<file path="config.mk">
export PLATFORM = sky130hd
export DESIGN_NAME = vga_timing_gen
export DESIGN_NICKNAME = d
export VERILOG_FILES = /design/src/rtl/vga_timing_gen.sv
export SDC_FILE = /design/constraint.sdc
export NUM_CORES = 1
export LEC_CHECK = 0
export ABC_AREA = 0
export CAP_MARGIN = 20
export CORE_ASPECT_RATIO = 1.4
export CORE_MARGIN = 2
export CORE_UTILIZATION = 60
export CTS_BUF_LIST = sky130_fd_sc_hd__clkbuf_2
export DETAILED_ROUTE_END_ITERATION = 12
export GPL_TIMING_DRIVEN = 0
export PLACE_DENSITY = 0.87
export REMOVE_ABC_BUFFERS = 1
export SYNTH_ARGS = -nofsm -noshare
export SYNTH_HDL_FRONTEND = slang
export SYNTH_SLANG_ARGS = --single-unit
</file>
<file path="constraint.sdc">
create_clock -name clk25mhz -period 5.6 [get_ports clk25mhz]
set_input_delay 0.84 -clock clk25mhz [delete_from_list [all_inputs] [get_ports clk25mhz]]
set_output_delay 0.84 -clock clk25mhz [all_outputs]
set_load 0.01 [all_outputs]
</file>
<file path="src/rtl/vga_timing_gen.sv">
// Parametrised video timing generator: h/v counters with decoded sync, data enable,
// pixel coordinates, line/frame strobes, run/stall control, restart and frame counter.
module vga_timing_gen #(
    parameter int H_ACTIVE = 640,
    parameter int H_FP     = 16,
    parameter int H_SYNC   = 96,
    parameter int H_BP     = 48,
    parameter int V_ACTIVE = 480,
    parameter int V_FP     = 10,
    parameter int V_SYNC   = 2,
    parameter int V_BP     = 33,
    parameter bit HS_POL   = 1'b0,
    parameter bit VS_POL   = 1'b0,
    parameter int CW       = 12
) (
    input  logic          clk25mhz,
    input  logic          rst,
    input  logic          en,
    input  logic          restart,
    output logic [CW-1:0] hori,
    output logic [CW-1:0] verti,
    output logic          de,
    output logic          hs,
    output logic          vs,
    output logic          line_start,
    output logic          frame_start,
    output logic [15:0]   frame_cnt
);

    localparam int H_TOTAL = H_ACTIVE + H_FP + H_SYNC + H_BP;
    localparam int V_TOTAL = V_ACTIVE + V_FP + V_SYNC + V_BP;

    localparam logic [CW-1:0] H_LAST     = CW'(H_TOTAL - 1);
    localparam logic [CW-1:0] H_ACT_END  = CW'(H_ACTIVE);
    localparam logic [CW-1:0] H_SYNC_BEG = CW'(H_ACTIVE + H_FP);
    localparam logic [CW-1:0] H_SYNC_END = CW'(H_ACTIVE + H_FP + H_SYNC);
    localparam logic [CW-1:0] V_LAST     = CW'(V_TOTAL - 1);
    localparam logic [CW-1:0] V_ACT_END  = CW'(V_ACTIVE);
    localparam logic [CW-1:0] V_SYNC_BEG = CW'(V_ACTIVE + V_FP);
    localparam logic [CW-1:0] V_SYNC_END = CW'(V_ACTIVE + V_FP + V_SYNC);

    typedef enum logic [1:0] {
        R_ACT,
        R_FP,
        R_SYNC,
        R_BP
    } region_e;

    logic [CW-1:0] h_cnt_q, h_cnt_d;
    logic [CW-1:0] v_cnt_q, v_cnt_d;
    logic [CW-1:0] hori_q, hori_d;
    logic [CW-1:0] verti_q, verti_d;
    logic          de_q, de_d;
    logic          hs_q, hs_d;
    logic          vs_q, vs_d;
    logic          line_start_q, line_start_d;
    logic          frame_start_q, frame_start_d;
    logic [15:0]   frame_cnt_q, frame_cnt_d;
    // Set while the counters are parked at the origin by a held restart, so the
    // origin pulses are emitted once per hold rather than on every cycle.
    logic          sup_q, sup_d;

    region_e h_region, v_region;
    logic    at_origin;
    logic    active;

    // Region "state machines" are pure decodes of the counters; no state register.
    always_comb begin
        if (h_cnt_q < H_ACT_END)       h_region = R_ACT;
        else if (h_cnt_q < H_SYNC_BEG) h_region = R_FP;
        else if (h_cnt_q < H_SYNC_END) h_region = R_SYNC;
        else                           h_region = R_BP;

        if (v_cnt_q < V_ACT_END)       v_region = R_ACT;
        else if (v_cnt_q < V_SYNC_BEG) v_region = R_FP;
        else if (v_cnt_q < V_SYNC_END) v_region = R_SYNC;
        else                           v_region = R_BP;
    end

    always_comb begin
        // NOTE: every signal gets a default before the branches so no latch is inferred.
        h_cnt_d = h_cnt_q;
        v_cnt_d = v_cnt_q;
        if (restart) begin
            h_cnt_d = '0;
            v_cnt_d = '0;
        end else if (en) begin
            if (h_cnt_q == H_LAST) begin
                h_cnt_d = '0;
                v_cnt_d = (v_cnt_q == V_LAST) ? '0 : v_cnt_q + CW'(1);
            end else begin
                h_cnt_d = h_cnt_q + CW'(1);
            end
        end
    end

    always_comb begin
        at_origin     = (h_cnt_q == '0) && (v_cnt_q == '0);
        active        = en || restart;
        hori_d        = hori_q;
        verti_d       = verti_q;
        de_d          = de_q;
        hs_d          = hs_q;
        vs_d          = vs_q;
        line_start_d  = 1'b0;
        frame_start_d = 1'b0;
        frame_cnt_d   = frame_cnt_q;
        sup_d         = sup_q;
        if (active) begin
            de_d          = (h_region == R_ACT) && (v_region == R_ACT);
            hori_d        = de_d ? h_cnt_q : '0;
            verti_d       = de_d ? v_cnt_q : '0;
            hs_d          = (h_region == R_SYNC) ? HS_POL : ~HS_POL;
            vs_d          = (v_region == R_SYNC) ? VS_POL : ~VS_POL;
            line_start_d  = (h_cnt_q == '0) && !sup_q;
            frame_start_d = at_origin && !sup_q;
            sup_d         = restart && at_origin;
            if (frame_start_d) frame_cnt_d = frame_cnt_q + 16'd1;
        end
    end

    // NOTE: sequential state uses non-blocking assignments so all flops update together.
    always_ff @(posedge clk25mhz or posedge rst) begin
        if (rst) begin
            h_cnt_q       <= '0;
            v_cnt_q       <= '0;
            hori_q        <= '0;
            verti_q       <= '0;
            de_q          <= 1'b0;
            hs_q          <= ~HS_POL;
            vs_q          <= ~VS_POL;
            line_start_q  <= 1'b0;
            frame_start_q <= 1'b0;
            frame_cnt_q   <= '0;
            sup_q         <= 1'b0;
        end else begin
            h_cnt_q       <= h_cnt_d;
            v_cnt_q       <= v_cnt_d;
            hori_q        <= hori_d;
            verti_q       <= verti_d;
            de_q          <= de_d;
            hs_q          <= hs_d;
            vs_q          <= vs_d;
            line_start_q  <= line_start_d;
            frame_start_q <= frame_start_d;
            frame_cnt_q   <= frame_cnt_d;
            sup_q         <= sup_d;
        end
    end

    assign hori        = hori_q;
    assign verti       = verti_q;
    assign de          = de_q;
    assign hs          = hs_q;
    assign vs          = vs_q;
    assign line_start  = line_start_q;
    assign frame_start = frame_start_q;
    assign frame_cnt   = frame_cnt_q;

endmodule
</file>
# == Yosys cells after proc, flatten, opt, wreduce, memory -nomap -nowiden ==
# Cells that the tools add are included.
# W data, S select, Z words.
# word_totals
out_inout_bits,45
word_cells,58
reg_bits,70
inputBits,4
# classes
n_addsub,3
n_reduce_logical,15
n_mux,19
eq_ne,4
n_lt_le_gt_ge,6
# ops
cell,n
$mux W12,9
$lt A12 B10 Y1 const B,3
$lt A12 B9 Y1 const B,3
$add A12 B1 Y12 const B,2
$eq A12 B10 Y1 const B,2
$logic_not A12 Y1,2
$add A16 B1 Y16 const B,1
$mux W2,4
$mux W1,6
$logic_and A1 B1 Y1,5
$eq A2 B2 Y1 const B,2
$logic_not A2 Y1,2
$reduce_and A2 Y1,2
$reduce_bool A2 Y1,2
$logic_not A1 Y1,1
$logic_or A1 B1 Y1,1

# == Longest topological paths before layout ==
# depth
ltp_word,7
ltp_mapped,8
mapped_depth_nobuf,7

# == Worst setup path after synthesis ==
# No wires, ideal clock.
# synth_path
kind,input to register
start,in restart
end,"reg frame_cnt_q[8], in the netlist frame_cnt[8]"
setup_slack_ns,3.377
required_time_ns,5.473
arrival_time_ns,2.096
n_path_buf,2
cell_stages,7
setup_time_ns,0.127
path_cell_list,clkbuf_1 -> nor2_1 -> nor3_1 -> and4_1 -> buf_2 -> nand4_1 -> xnor2_1
# synth_between
elab_chain_cells,2
# synth_rtl
item,line,rtl
"start, declared",19,"input logic restart,"
$logic_or A1 B1 Y1,99,active = en || restart;
$reduce_and A2 Y1 (no line),n/a,
"end signal, assigned",146,frame_cnt_q <= frame_cnt_d;
"end, declared",58,"logic [15:0] frame_cnt_q, frame_cnt_d;"
# No other way between the ends.
# A chain may end at the register's enable or synchronous reset.

# == Worst setup path in the final report ==
# layout_path
start,in en
end,reg v_cnt_q[6]
# layout_between
elab_chain_cells,2
# layout_rtl
item,line,rtl
"start, declared",18,"input logic en,"
$reduce_bool A2 Y1 (no line),n/a,
$reduce_and A2 Y1 (no line),n/a,
"end signal, assigned",138,v_cnt_q <= v_cnt_d;
"end, declared",50,"logic [CW-1:0] v_cnt_q, v_cnt_d;"
# No other way between the ends.

==> metrics.md <==
| Metric | Value |
|---|---|
| Syn Std Cell Area | approximately 3200 um2 |
| Number of synthesized flops with an enable pin | 0 |
| DP Wirelength | roughly 5000 um |
| TNS Setup | 0 ns |
| Vias in the first global route | 2506 |
| Die height | 91.0 um |
| PwrDens | about 270 nW/um2 |
| Total CTS buffers | 9 |
| DRC | 0 |
| Setup crit end kind | flop |
| Clk slew on worst S/H paths | roughly 0.20 ns |
| Via count | approximately 2500 |
| Layout cell share with drive strength beyond 1 | approximately 8.5% |
| Number of max-cap violations | 0 |
| Worst hold margin | around 0.49 ns |
| Setup Buffers After CTS | 0 |
| Cts repair resizes | 0 |
| Min-delay worst type | reg2reg |
| Fill cells | around 360 |
| Die ar. | ~6000 um2 |
| Final cell utilization of the core | around three quarters |
| WL per Instance | ~17 um |
| Die Width | around 66 um |
| Leakage | around 1.7 nW |
| Ports | 49 |
| Yosys reg bits | 70 |
| Grt ovf | 0 |
| Port buffer count | 48 |
| Post-synth cell types | 40 |
| Wire length of the first global-routing pass | around 12000 um |
| Max_slew headroom | a little over two fifths |
| NumNets Final | roughly 360 |
| Slowest CP cell | o41ai_2 |
| Inserted Diodes | 0 |
| Status | completed |
| Type of element launching the critical path | input pin |
| Routing usage on met2 | 43.3% |
| Initial Util | 62.4% |
| # setup viols final | 0 |
| GP Congestion | between 0.8 and 0.9 |
| Clk sinks | 70 |
| Hold Vio Cnt, Final | 0 |
| Design Power | between 1 and 1.5 mW |
| Crit path cell chain | clkdlybuf4s50_1 > nand4_1 > o41ai_2 > buf_4 > nand2b_1 > nor3b_1 > a21o_1 |
| Kind of critical path | in2reg |
| Unrepaired setup endpoints after global routing | no |
| Largest net degree at the start of global routing | 71 |
| GRT met1 Usage | roughly a third |
| YS warnings | 0 |
| DP Worst Slack | approximately 2.2 ns |
| Max stage delay on crit path | about 0.75 ns |
| Clock Skew | roughly 0.023 ns |
| Vias per cell | 6.06 |
| GR peak layer | met2 |
| Area Overhead vs Synth | 19.9% |
| Fin. max-slew vios | 0 |
| Final ANT Viol Nets | 0 |
| Core Box Area | between 5000 and 6000 um2 |
| Met3 usage | under 10% |
| Arr. time, crit path | 3.37 ns |
| Total GRT Usage | a little over a quarter |
| CTS H-tree lvls | 3 |
| VDD IR-drop max | between 100 and 150 uV |
| CP max FO | 10 |
| Clk root buf | clkbuf_2 |
| Row Count | 31 |
| Mapped Cells | 304 |
| Worst Max-Slew Pin Slew | 0.846 ns |
| TritonRoute pass-1 iters | 4 |
| Required time of the critical path | 6.06 ns |
| Final Cycle Share | 52.0% |
| Initial antenna violation count | 0 |
| Routed WL | around 7100 um |
| Syn avg cell area | around 11 um2 |
| Hold_buf cts | 0 |
| Maximum clock rate | 344 MHz |
| Synth Flop Type | dfrtp_1 |
| Starting DRT DRC Count | between 100 and 150 |
| Sequential fraction of the synthesis area | about 54% |
| Worst setup margin | around 2.7 ns |
| R2r setup slk | roughly 2.8 ns |
| CTS tree | yes |
| Final min period | around 2.9 ns |
| Clk buf depth | 2 |
| Worst-Skew Late Latency | about 0.50 ns |
| Async S/R FF share, synth | 100% |
[flip-flops by register name (all words and copies together) (netlist names)]
name	flops
frame_cnt	16
h_cnt_q	12
hori	12
v_cnt_q	12
verti	12
de	1
frame_start	1
hs	1
line_start	1
sup_q	1
vs	1
[metrics by stage]
step | cell area, um2 | std cells
2_1_floorplan | 3170 | 285
3_3_place_gp | 3730 | 399
3_5_place_dp | 3780 | 402
4_1_cts | 3890 | 418
5_1_grt | 3890 | 418
6_report | 3890 | 418
[power breakdown]
| part | leakage [nW] | switching (mW) | total, mW | internal (mW) |
|---|---|---|---|---|
| Combinational | 0.736 | 0.0945 | 0.185 | 0.0905 |
| Sequential | 0.949 | 0.0449 | 0.585 | 0.540 |
| Clock | 0.0656 | 0.182 | 0.285 | 0.103 |
[layer usage]
metal | vias to the layer above | wire [um]
li1 | 1181 | -
met1 | 1262 | 2940
met2 | 79 | 3770
met3 | 9 | 259
met4 | 0 | 100
met5 | - | 0
[cell usage in the layout, fill, tap and decap left out, types with 4 or more instances in the layout]
master,n
a22o_1,21
a31oi_1,4
dfrtp_1,68
nand3_1,13
nor2_1,23
o31ai_1,6
nor2b_1,4
nor3_1,8
ha_1,5
inv_1,6
and2_1,7
nand4_1,14
xor2_1,12
xnor2_1,12
nand2_1,23
clkbuf_2,10
and3_1,8
clkdlybuf4s50_1,48
o21ai_0,12
[logic make-up (layout without fill, tap and decap cells)]
kind of cell,after synthesis,after routing,synth area share (%)
AND/OR/NAND/NOR,126,126,22.2
flip-flops,70,70,54.0
AO/OA/AOI/OAI,52,52,12.0
buffers and inverters,26,74,3.12
XOR/XNOR,24,24,6.48
adder cells (fa/ha/maj),5,5,1.93
multiplexers,1,1,0.308
[final cells by class]
cell class | count | area (um2) | area share (%)
clock inverter | 6 | 62.6 | 1.61
inverter | 7 | 28.8 | 0.740
clock buffer | 10 | 50.0 | 1.29
sequential | 70 | 1750 | 45.1
multi-input combinational | 208 | 1400 | 35.9
tap | 66 | 82.6 | 2.12
timing repair buffer | 51 | 514 | 13.2
[cell usage after synthesis (2+ instances only)]
cell	instances	share of area, %
nand3_1	13	2.0
nor4_1	3	0.58
and2_1	7	1.3
or4_1	2	0.46
nand2b_1	3	0.58
a22o_1	21	5.7
nor3_1	9	1.4
clkbuf_1	16	1.9
o31ai_1	6	1.4
nor2b_1	4	0.77
xor2_1	12	3.2
nand4_1	14	2.7
a21o_1	2	0.46
dfstp_2	2	1.6
buf_2	3	0.46
and3_1	8	1.5
dfrtp_1	68	52
a31oi_1	4	0.77
nor4_4	2	1.3
xnor2_1	12	3.2
or3_1	3	0.58
nand2_1	23	2.7
nor2_1	24	2.8
ha_1	5	1.9
a21oi_1	3	0.46
and4_1	3	0.81
o21ai_0	12	1.9
inv_1	7	0.81
nor3b_1	2	0.46
[worst max-delay path, delay by kind of cell]
family	cells	cell delay, ns
buffers and inverters	2	0.90
AOI/OAI and AO/OA	2	0.86
and+or+nand+nor	3	0.77
[worst paths after layout]
| kind | startpoint | endpoint | cells after the start |
|---|---|---|---|
| max | en | v_cnt_q[6] | 7 |
| min | sup_q | line_start | 1 |
| max reg2reg | h_cnt_q[5] | v_cnt_q[6] | 6 |
| min reg2reg | sup_q | line_start | 1 |
| max in group asynchronous | rst | frame_cnt[10] | 2 |
| min in group asynchronous | rst | verti[9] | 2 |
No activity file was read; power rests on OpenSTA's default activity.
==> patch 1 (config.mk and constraints unchanged) <==
Remove the register `frame_start_q`: a continuous assignment takes its place, so the output `frame_start` follows one clock earlier.
--- a/src/rtl/vga_timing_gen.sv
+++ b/src/rtl/vga_timing_gen.sv
@@ -130,7 +130,6 @@
             hs_q          <= ~HS_POL;
             vs_q          <= ~VS_POL;
             line_start_q  <= 1'b0;
-            frame_start_q <= 1'b0;
             frame_cnt_q   <= '0;
             sup_q         <= 1'b0;
         end else begin
@@ -142,11 +141,12 @@
             hs_q          <= hs_d;
             vs_q          <= vs_d;
             line_start_q  <= line_start_d;
-            frame_start_q <= frame_start_d;
             frame_cnt_q   <= frame_cnt_d;
             sup_q         <= sup_d;
         end
     end
+
+    assign frame_start_q = frame_start_d;
 
     assign hori        = hori_q;
     assign verti       = verti_q;
Function: changed (a bounded check fails within 4 cycles, from zero or initial values and one cycle with rst high).
==> patch 1 against the unedited design <==
Wire length fell by 1.6%. Count of clock-buffer cells in the layout fell by 1. Power rose by 3.2%. Clock power rose by 16%. First-iteration DRC count rose by 55%. Sequential cell count fell by 1. Final cell count did not move. Die area fell by 0.73%. Final area rose by 0.39%. Setup slack got worse by 1.0 ns. Synthesized area fell by 0.77%. Critical endpoint is now frame_start. Largest cell class unchanged.
==> patch 1: results (changes against the unedited design) <==
| Metric | Value |
|---|---|
| Seq/Total Area, Yosys | `53.7% (was 54.0%)` |
| Critical Path Source | `restart (was en)` |
| R2r setup slk | `2.88 ns (was 2.78 ns)` |
| Slew HR | `45.1% (was 43.6%)` |
| Peak supply drop | `0.241 mV (was 0.149 mV)` |
| Setup bufs post-CTS | `0 (unchanged)` |
| Leak | `1.76 nW (was 1.75 nW)` |
| Final weighted congestion in routability-driven placement | `0.826 (was 0.829)` |
| CP max stage cell | `clkdlybuf4s50_1 (was o41ai_2)` |
| Pint | `769 uW (was 734 uW)` |
| WL met2 | `3.64 mm (was 3.77 mm)` |
| Final min period | `3.92 ns (was 2.91 ns)` |
| DP Cell Count | `402 (unchanged)` |
| WP data arrival | `3.08 ns (was 3.37 ns)` |
| Mapped Cells | `303 (was 304)` |
| DR pass1 iterations | `5 (was 4)` |
| Worst Skew | `0.0235 ns (was 0.0234 ns)` |
| Post-Route WL | `6.96 mm (was 7.07 mm)` |
| GRT Total Usage | `25.3% (was 26.1%)` |
| First-pass GRT wire length | `11.5 mm (was 12.1 mm)` |
| Largest net degree at the start of global routing | `40 (was 71)` |
| Post-CTS sizing | `0 (unchanged)` |
| Synth cell types | `40 (unchanged)` |
| DPL Wire Length | `4.94 mm (was 5.02 mm)` |
| Top cells by area, synth | `dfrtp_1 52%, a22o_1 5.7%, xnor2_1 3.3%, xor2_1 3.3%, nor2_1 2.8% (was dfrtp_1 52%, a22o_1 5.7%, xnor2_1 3.2%, xor2_1 3.2%, nor2_1 2.8%)` |
| Met3 Use GR | `5.49% (was 3.47%)` |
| Met1 Resource Use GR | `31.7% (was 33.5%)` |
| Outcome | `finished, final reports clean (unchanged)` |
| M1 WL | `2.86 mm (was 2.94 mm)` |
| Critical path endpoint | `frame_start (was v_cnt_q[6])` |
| Number of buffers created by CTS | `9 (unchanged)` |
| HP Start | `sup_q (unchanged)` |
| Grt met2 use | `41.2% (was 43.3%)` |
| Met3 wire length | `339 um (was 259 um)` |
| 1st-iter DRT viols | `223 (was 144)` |
| Number of global-route vias before repair | `2366 (was 2506)` |
| Worst reg-to-reg path cell count | `5 (was 6)` |
| Critical Path Fanout Max | `20 (was 10)` |
| Max incr delay on CP | `0.70 ns (was 0.75 ns)` |
| Post-synth top cells | `67 x dfrtp_1, 24 x nor2_1, 23 x nand2_1 (was 68 x dfrtp_1, 24 x nor2_1, 23 x nand2_1)` |
| # fillers | `368 (was 358)` |
| Hold slack | `0.485 ns (was 0.493 ns)` |
| Vias per cell | `6.01 (was 6.06)` |
| RR Endpoint | `v_cnt_q[9] (was v_cnt_q[6])` |
| Largest delay share family, worst path | `buffers and inverters (unchanged)` |
| Routed via count | `2512 (was 2531)` |
| CTS clk-pin slew, worst paths | `0.19 ns` |
| Clock latency on the worst-skew pair | `0.52 ns (was 0.50 ns)` |
| Inserted Diodes | `0 (unchanged)` |
| Place WS | `1.71 ns (was 2.15 ns)` |
patch 1: power groups by stage:
| stage | clock network, mW | registers [mW] | logic [mW] |
|---|---|---|---|
| floorplan | 0 | 0.586 | 0.0892 |
| global placement | 0 | 0.582 | 0.174 |
| detailed placement | 0 | 0.584 | 0.185 |
| CTS | 0.333 | 0.575 | 0.186 |
| global route | 0.354 | 0.581 | 0.201 |
| finish | 0.331 | 0.575 | 0.183 |
patch 1: layout make-up:
class                   count  area (um^2)  area share, %
flip-flops and latches     69         1730           44.3
multi-input cells         208         1400           35.8
repair buffers             52          534           13.7
clock inverters             7         90.1           2.31
well taps                  66         82.6           2.11
clock buffers               9         45.0           1.15
inverters                   7         26.3          0.673
patch 1: cell families (layout without fill, tap and decap cells):
logic type / count (synthesis) / count (layout) / synth area share, %
muxes: 1 / 1 / 0.311
DFF: 69 / 69 / 53.7
and+or+nand+nor: 126 / 126 / 22.3
xor gates and xnor gates: 24 / 24 / 6.53
AOI/OAI and AO/OA: 52 / 52 / 12.0
adders and majority gates: 5 / 5 / 1.94
buffers and inverters: 26 / 75 / 3.15
patch 1: stage by stage:
stage          area (um^2)  util, %  total power [mW]
2_1_floorplan         3150        -             0.675
3_3_place_gp          3710     71.9             0.756
3_5_place_dp          3770     73.1             0.769
4_1_cts               3910     75.7              1.09
5_1_grt               3910     75.7              1.14
6_report              3910     75.7              1.09
patch 1: worst register-to-register path, delay by kind of cell, from the launching register on:
kind                   cells  cell delay [ns]
AND/OR/NAND/NOR            2             0.84
buffers and inverters      1             0.29
flip-flops                 1             0.49
AO/OA/AOI/OAI              2             1.01
==> patch 2 (same settings) <==
Made on the original files. The parameter `CW` goes from 12 to 14.
--- a/src/rtl/vga_timing_gen.sv
+++ b/src/rtl/vga_timing_gen.sv
@@ -11,7 +11,7 @@
     parameter int V_BP     = 33,
     parameter bit HS_POL   = 1'b0,
     parameter bit VS_POL   = 1'b0,
-    parameter int CW       = 12
+    parameter int CW       = 14
 ) (
     input  logic          clk25mhz,
     input  logic          rst,
Ports: changed (resized hori and verti); port bits go from 49 to 53. The function was not compared with the original's and may differ.
==> patch 2 against the unedited design <==
Wire length increased by 9.1%. Combinational power up 5%. Sequential cell count up 8. Critical path type is now register to register. Final cell count rose by 10%. Final area up 12%. Power increased by 6.7%. Setup slack better by 0.11 ns. Synthesized area grew 14%. Largest cell class unchanged.
==> patch 2: results (changes against the unedited design) <==
| Metric | Value |
|---|---|
| Leak | `1.92 nW (was 1.75 nW)` |
| Post-synth top cells | `76 x dfrtp_1, 25 x nor2_1, 23 x nand2_1 (was 68 x dfrtp_1, 24 x nor2_1, 23 x nand2_1)` |
| Largest net degree at the start of global routing | `47 (was 71)` |
| Layout cells sized above 1 | `11.8% (was 8.52%)` |
| Clock network power | `294 uW (was 285 uW)` |
| Final weighted congestion in routability-driven placement | `0.863 (was 0.829)` |
| Seq/Total Area, Yosys | `52.8% (was 54.0%)` |
| Pint | `800 uW (was 734 uW)` |
| DPL Wire Length | `5.62 mm (was 5.02 mm)` |
| Final net count | `394 (was 356)` |
| Peak supply drop | `0.198 mV (was 0.149 mV)` |
| Worst Skew | `0.0258 ns (was 0.0234 ns)` |
| Routed length per instance | `16.8 um (was 16.9 um)` |
| Sequential group share of total power | `56.6% (was 55.5%)` |
| 1st-iter DRT viols | `211 (was 144)` |
| IO Port Bufs | `52 (was 48)` |
| Syn avg cell area | `10.9 um^2 (was 10.7 um^2)` |
| Top cells by area, synth | `dfrtp_1 51%, a22o_1 5.2%, xor2_1 3.8%, nor2_1 2.5%, xnor2_1 2.4% (was dfrtp_1 52%, a22o_1 5.7%, xnor2_1 3.2%, xor2_1 3.2%, nor2_1 2.8%)` |
| Worst reg-to-reg path cell count | `5 (was 6)` |
| DP Cell Count | `443 (was 402)` |
| First-pass GRT wire length | `13.0 mm (was 12.1 mm)` |
| Outcome | `finished, final reports clean (unchanged)` |
| Number of global-route vias before repair | `2703 (was 2506)` |
| Synth cell types | `52 (was 40)` |
| WP data arrival | `3.26 ns (was 3.37 ns)` |
| Routed via count | `2785 (was 2531)` |
[patch 2: per-stage QoR]
step	instance area, um^2	util (%)	setup WS, ns
floorplan	3560	-	2.63
global placement	4170	70.7	0.986
detailed placement	4250	71.9	2.32
CTS	4350	73.7	2.72
global route	4360	73.8	2.61
finish	4360	73.8	2.80
[patch 2: per-layer routing]
metal	track usage [%]	wire, um
met1	29.2	3170
met2	40.4	4130
met3	4.69	238
met4	11.5	178
met5	0	0
[patch 2: final cells by class]
cell class | count | area [um^2]
well taps | 70 | 87.6
flip-flops and latches | 78 | 1950
multi-input cells | 231 | 1590
clock inverters | 5 | 50.0
fillers | 422 | 1550
clock buffers | 11 | 55.1
repair buffers | 56 | 591
inverters | 9 | 36.3
[patch 2: logic make-up after synthesis]
group                    count (synthesis)  synth area share, %
AND/OR/NAND/NOR                        138                 22.1
flip-flops                              78                 52.8
buffers and inverters                   30                 4.69
XOR/XNOR                                26                 6.15
adder cells (fa/ha/maj)                  5                 1.69
multiplexers                             1                0.304
AO/OA/AOI/OAI                           61                 12.3
[patch 2: path summary, 6_finish.rpt]
kind	from	to	slack, ns
worst min register to register	v_cnt_q[13]	v_cnt_q[13]	0.50
min in group asynchronous	rst	verti[12]	0.60
worst max register to register	h_cnt_q[12]	v_cnt_q[4]	2.80
max in group asynchronous	rst	vs	4.37
worst min-delay path	v_cnt_q[13]	v_cnt_q[13]	0.50
worst max-delay path	h_cnt_q[12]	v_cnt_q[4]	2.80
[patch 2: critical path: cells and delay by family, from the launching register on]
kind            cells  cell delay (ns)
flops               1             0.47
simple gates        4             1.83
compound gates      1             0.41
